===== config.mk =====
export PLATFORM = sky130hd
export DESIGN_NAME = power_pipe
export DESIGN_NICKNAME = d
export VERILOG_FILES = /design/src/rtl/power_pipe.sv
export SDC_FILE = /design/constraint.sdc
export NUM_CORES = 1
export LEC_CHECK = 0
export CAP_MARGIN = 25
export CORE_UTILIZATION = 30
export CTS_BUF_LIST = sky130_fd_sc_hd__clkbuf_4
export CTS_CLUSTER_DIAMETER = 100
export DETAILED_ROUTE_END_ITERATION = 10
export GPL_TIMING_DRIVEN = 0
export PLACE_DENSITY = 0.5
export SYNTH_ARGS = -nofsm -noshare
export SYNTH_HDL_FRONTEND = slang
export SYNTH_SLANG_ARGS = --single-unit

===== constraint.sdc =====
create_clock -name clk -period 12.13 [get_ports clk]
set_input_delay 3.0325 -clock clk [delete_from_list [all_inputs] [get_ports clk]]
set_output_delay 3.0325 -clock clk [all_outputs]
set_load 0.01 [all_outputs]

===== src/rtl/power_pipe.sv =====
// power_pipe: two-stage pipelined x^2 / x^3 engine with valid/ready flow control.
//
// Stage S1 registers the operand, mode and tag together with the square x*x.
// Stage S2 registers the final result (x^3 = sq*x, or sq zero-extended) and
// drives the output port directly, so every output is a flop.
// The 3W-bit result holds every possible value exactly, so nothing overflows
// or saturates.
//
// Parameters:
//   W      operand width in bits (2..16)
//   SIGNED 0 = unsigned operand, 1 = two's-complement operand
//   TAG_W  width of the sideband tag that travels with each operand
//
// Ports:
//   clk, rst_n           rising-edge clock, synchronous active-low reset
//   in_valid / in_ready  input handshake (in_ready is combinational)
//   x, mode, in_tag      operand, 0 = square / 1 = cube, sideband tag
//   out_valid/out_ready  output handshake
//   y, out_tag, out_mode result, tag and mode of the presented result
module power_pipe #(
    parameter int W      = 7,
    parameter int SIGNED = 0,
    parameter int TAG_W  = 4
) (
    input  logic              clk,
    input  logic              rst_n,
    input  logic              in_valid,
    output logic              in_ready,
    input  logic [W-1:0]      x,
    input  logic              mode,
    input  logic [TAG_W-1:0]  in_tag,
    output logic              out_valid,
    input  logic              out_ready,
    output logic [3*W-1:0]    y,
    output logic [TAG_W-1:0]  out_tag,
    output logic              out_mode
);

    localparam int YW = 3 * W;

    // Stage S1 state
    logic              s1_valid_r;
    logic [W-1:0]      s1_x_r;
    logic [2*W-1:0]    s1_sq_r;
    logic              s1_mode_r;
    logic [TAG_W-1:0]  s1_tag_r;

    // Stage S2 state (drives the outputs)
    logic              s2_valid_r;
    logic [YW-1:0]     y_r;
    logic [TAG_W-1:0]  tag_r;
    logic              mode_r;

    // Combinational helpers
    logic              s1_adv_s;
    logic              s2_adv_s;
    logic [2*W-1:0]    xe_sq_s;
    logic [YW-1:0]     xe_cu_s;
    logic [2*W-1:0]    sq_s;
    logic [YW-1:0]     cube_s;

    // Advance conditions: a stage may load when it is empty or its successor moves.
    always_comb begin
        s2_adv_s = ~s2_valid_r | out_ready;
        s1_adv_s = ~s1_valid_r | s2_adv_s;
    end

    assign in_ready = s1_adv_s;

    // Arithmetic. Operands are extended to the product width (sign or zero
    // according to SIGNED) and multiplied as plain bit vectors: the low bits of
    // the product equal the two's-complement result, and because the exact
    // square fits in 2W bits and the exact cube fits in 3W bits, no information
    // is lost. The square is never negative, so it is always zero-extended.
    always_comb begin
        xe_sq_s = {{W{1'b0}}, x};
        xe_cu_s = {{(2*W){1'b0}}, s1_x_r};
        if (SIGNED != 0) begin
            xe_sq_s = {{W{x[W-1]}}, x};
            xe_cu_s = {{(2*W){s1_x_r[W-1]}}, s1_x_r};
        end else begin
            xe_sq_s = {{W{1'b0}}, x};
            xe_cu_s = {{(2*W){1'b0}}, s1_x_r};
        end
        sq_s   = xe_sq_s * xe_sq_s;
        cube_s = {{W{1'b0}}, s1_sq_r} * xe_cu_s;
    end

    // Stage S1 register: captures operand, mode, tag and the square.
    always_ff @(posedge clk) begin
        if (!rst_n) begin
            s1_valid_r <= 1'b0;
            s1_x_r     <= '0;
            s1_sq_r    <= '0;
            s1_mode_r  <= 1'b0;
            s1_tag_r   <= '0;
        end else if (s1_adv_s) begin
            s1_valid_r <= in_valid;
            if (in_valid) begin
                s1_x_r    <= x;
                s1_sq_r   <= sq_s;
                s1_mode_r <= mode;
                s1_tag_r  <= in_tag;
            end
        end
    end

    // Stage S2 register: forms the final result; holds while the sink stalls.
    always_ff @(posedge clk) begin
        if (!rst_n) begin
            s2_valid_r <= 1'b0;
            y_r        <= '0;
            tag_r      <= '0;
            mode_r     <= 1'b0;
        end else if (s2_adv_s) begin
            s2_valid_r <= s1_valid_r;
            if (s1_valid_r) begin
                y_r    <= s1_mode_r ? cube_s : {{W{1'b0}}, s1_sq_r};
                tag_r  <= s1_tag_r;
                mode_r <= s1_mode_r;
            end
        end
    end

    assign out_valid = s2_valid_r;
    assign y         = y_r;
    assign out_tag   = tag_r;
    assign out_mode  = mode_r;

endmodule


==> impl_metrics.json <==
{
  "synthCells": 737,
  "cts-resized-gates": 0,
  "rsz0062_at_grt": "no",
  "finalCritPeriodShare": 0.610,
  "grt-ovfl-total": 0,
  "gp_congestion": 0.785,
  "grt_max_degree": 20,
  "synth_warnings": 0,
  "endpoint_kind": "primary output",
  "slowest_delay_ps": 500,
  "hold_buffers": 0,
  "clock_sinks": 52,
  "yosys.area.top_type": "fa_1",
  "crit_slowest_cell": "clkdlybuf4s50_1",
  "portBuffers": 41,
  "ys_seq_elements": 52,
  "cts.reportedPaths.clkPinSlew_ps": 210,
  "antenna_found_initial": 1,
  "finalHoldViolCount": 0,
  "fill_cells": 2134,
  "hpwl_um": 13200,
  "holdPathEnd": "out_tag[0]$_SDFFE_PN0P_",
  "clock_skew_ps": 28.2,
  "crit_required_ps": 9100,
  "min_from": "s1_tag_r[0]$_SDFFE_PN0P_",
  "timing.rr.start": "s1_x_r[5]$_SDFFE_PN0P_",
  "clock_tree.buffer_depth": 2,
  "wirelength_um": 16100,
  "htree_levels": 2,
  "die_area_sq_um": 21200,
  "cp_cell_sequence": "clkdlybuf4s50_1 > nor2b_1 > nand2_1 > clkdlybuf4s50_1",
  "grt_pass1_vias": 5166,
  "crit_family": "buffers and inverters",
  "die_h_um": 146,
  "drv_slew": 0,
  "drt-initial-drc-count": 205,
  "synth-main-ff-cell": "dfxtp_1",
  "synth_top_area_share": 0.230,
  "cp-start-kind": "primary input",
  "timing.rr.end": "y[19]$_SDFFE_PN0P_",
  "place_area_sq_um": 6940,
  "setup-tns-final_ps": 0,
  "via_per_inst": 4.71,
  "worstSkewPairLatency_ps": 450,
  "synth-edff-count": 0,
  "grt_pass1_wl_um": 26900,
  "coreArea_sq_um": 20200,
  "post-cts-setup-buffers": 0,
  "status": "complete, no violations",
  "path_class": "in2out",
  "std_cell_rows": 52,
  "yosysSeqAreaShare": 0.168,
  "min_period_ps": 7400,
  "die_w_um": 146,
  "reg2reg_depth": 16,
  "synthTopCellsByArea": "fa_1 (23%), dfxtp_1 (17%), ha_1 (13%), and2_1 (8.0%), inv_1 (6.3%)",
  "dr.pass1.iters": 4,
  "powerDensity_nw_per_um2": 88.8,
  "num_vias": 4988,
  "synth.most_common_cell": "inv_1",
  "ir_drop_mv": 0.0460,
  "numCtsBuffers": 5,
  "initial_core_util": 0.306,
  "grt_util_all_layers": 0.160,
  "drc": 0,
  "clock-root-buffer": "clkbuf_4",
  "regToRegSetupSlack_ps": 7120,
  "final_nets": 936,
  "worstPathArrival_ps": 4360,
  "ios": 44,
  "drv_cap": 0,
  "crit_fanout": 5,
  "crit_top_cell": "clkdlybuf4s50_1",
  "stdcell_area_sq_um": 7010,
  "cts_tree": "built",
  "hp-class": "reg2reg",
  "fmax_ghz": 0.135,
  "wire_per_inst_um": 15.2,
  "async_flop_share": 0,
  "ys_types": 56,
  "p_leak_nw": 3.22,
  "ant_nets": 0,
  "synthTopCellsByCount": "inv_1 (104), nand2_1 (97), and2_1 (79), fa_1 (71), ha_1 (62)",
  "crit_buf_inv": 2,
  "max_slew_margin": 0.468,
  "worstMarginPinSlew_ps": 799,
  "syn_area_sq_um": 6190,
  "setup_viol": 0,
  "syn_area_per_cell_sq_um": 8.40,
  "drive_gt1_frac": 0.0381,
  "min_delay_path_depth": 2,
  "syn2layout_area_growth_pct": 13.3
}
## cells in the final DEF (no fill, tap or decap), types with 4 or more instances in the layout
master,count
inv_1,104
a21o_1,7
xor2_1,5
a21oi_1,54
a211oi_1,8
dfxtp_1,52
clkbuf_1,26
o31ai_1,4
ha_1,62
clkdlybuf4s50_1,41
fa_1,71
o21ai_0,14
a31oi_1,4
nand3_1,14
buf_2,4
o211ai_1,5
xnor2_1,21
nor2b_1,5
nor2_1,22
mux2i_1,8
conb_1,4
clkbuf_4,5
nand2_1,97
and2_1,79
o21a_1,5
nand4_1,5
nor3_1,6
## how the worst max path moves through the flow
stage / start / endpoint / cells past startpoint
floorplan: x[4] / s1_sq_r[13]$_SDFFE_PN0P_ / 16
finish: out_ready / in_ready / 4
global route: x[2] / s1_sq_r[12]$_SDFFE_PN0P_ / 16
global placement: x[2] / s1_sq_r[12]$_SDFFE_PN0P_ / 16
CTS: out_ready / in_ready / 4
detailed placement: x[2] / s1_sq_r[12]$_SDFFE_PN0P_ / 16
## worst register-to-register path: stages, from the launching register on
cell and delay (ps):
dfxtp_1 490, clkbuf_1 350, and2_1 210, fa_1 450, fa_1 520, fa_1 540, inv_1 50, fa_1 520
inv_1 40, ha_1 270, buf_2 180, a21oi_4 180, a21oi_1 120, a211oi_2 350, and3_4 260, nor4_1 50
a311o_1 320
## kinds of logic (layout without fill, tap and decap cells)
group,Yosys count,in the layout,synth area share
buf+inv,139,188,0.0892
simple gates,246,246,0.200
fa+ha+maj,133,133,0.355
other cells,2,5,0.00121
xor+xnor,26,26,0.0368
flops,52,52,0.168
mux,9,9,0.0148
compound gates,130,130,0.135
## state kept, by name, summed over array words and instances (netlist names)
register    flops
out_mode        1
s1_mode_r       1
s1_tag_r        4
s1_x_r          7
s1_sq_r        12
out_valid       1
s1_valid_r      1
y              21
out_tag         4
## routing by layer
| layer | vias up | track usage | routed length [um] |
|---|---|---|---|
| li1 | 2483 | - | - |
| met1 | 2419 | 0.213 | 7650 |
| met2 | 69 | 0.277 | 7650 |
| met3 | 17 | 0.0113 | 392 |
| met4 | 0 | 0.0495 | 365 |
| met5 | - | 0 | 0 |
## per-stage QoR
stage               instances  hold WS [ps]   util  power (mW)  setup slack, ps
detailed placement       1050           448  0.343       0.531             4310
CTS                      1058           472  0.346       0.633             4710
finish                   1059           470  0.347       0.623             4730
global route             1059           492  0.347       0.684             4580
floorplan                 739           432      -       0.445             5110
global placement         1050           446  0.343       0.532             4260
## final cells by class
type / count / area, sq um / share of cell area
Multi-Input combinational cell: 548 / 4600 / 0.656
Sequential cell: 52 / 1040 / 0.148
Timing Repair Buffer: 41 / 410 / 0.0585
Inverter: 104 / 390 / 0.0557
Tap cell: 270 / 338 / 0.0482
Buffer: 35 / 161 / 0.0230
Clock buffer: 5 / 37.5 / 0.00535
Clock inverter: 3 / 28.8 / 0.00410
Antenna cell: 1 / 2.50 / 0.000357
## power breakdown
part | switching (mW) | total, mW | leakage (nW) | internal [mW]
combinational | 0.180 | 0.313 | 2.76 | 0.133
clock | 0.0728 | 0.0985 | 0.0381 | 0.0257
sequential | 0.0259 | 0.212 | 0.425 | 0.186
total | 0.279 | 0.623 | 3.22 | 0.344
Power figures use the tool's default switching activity.
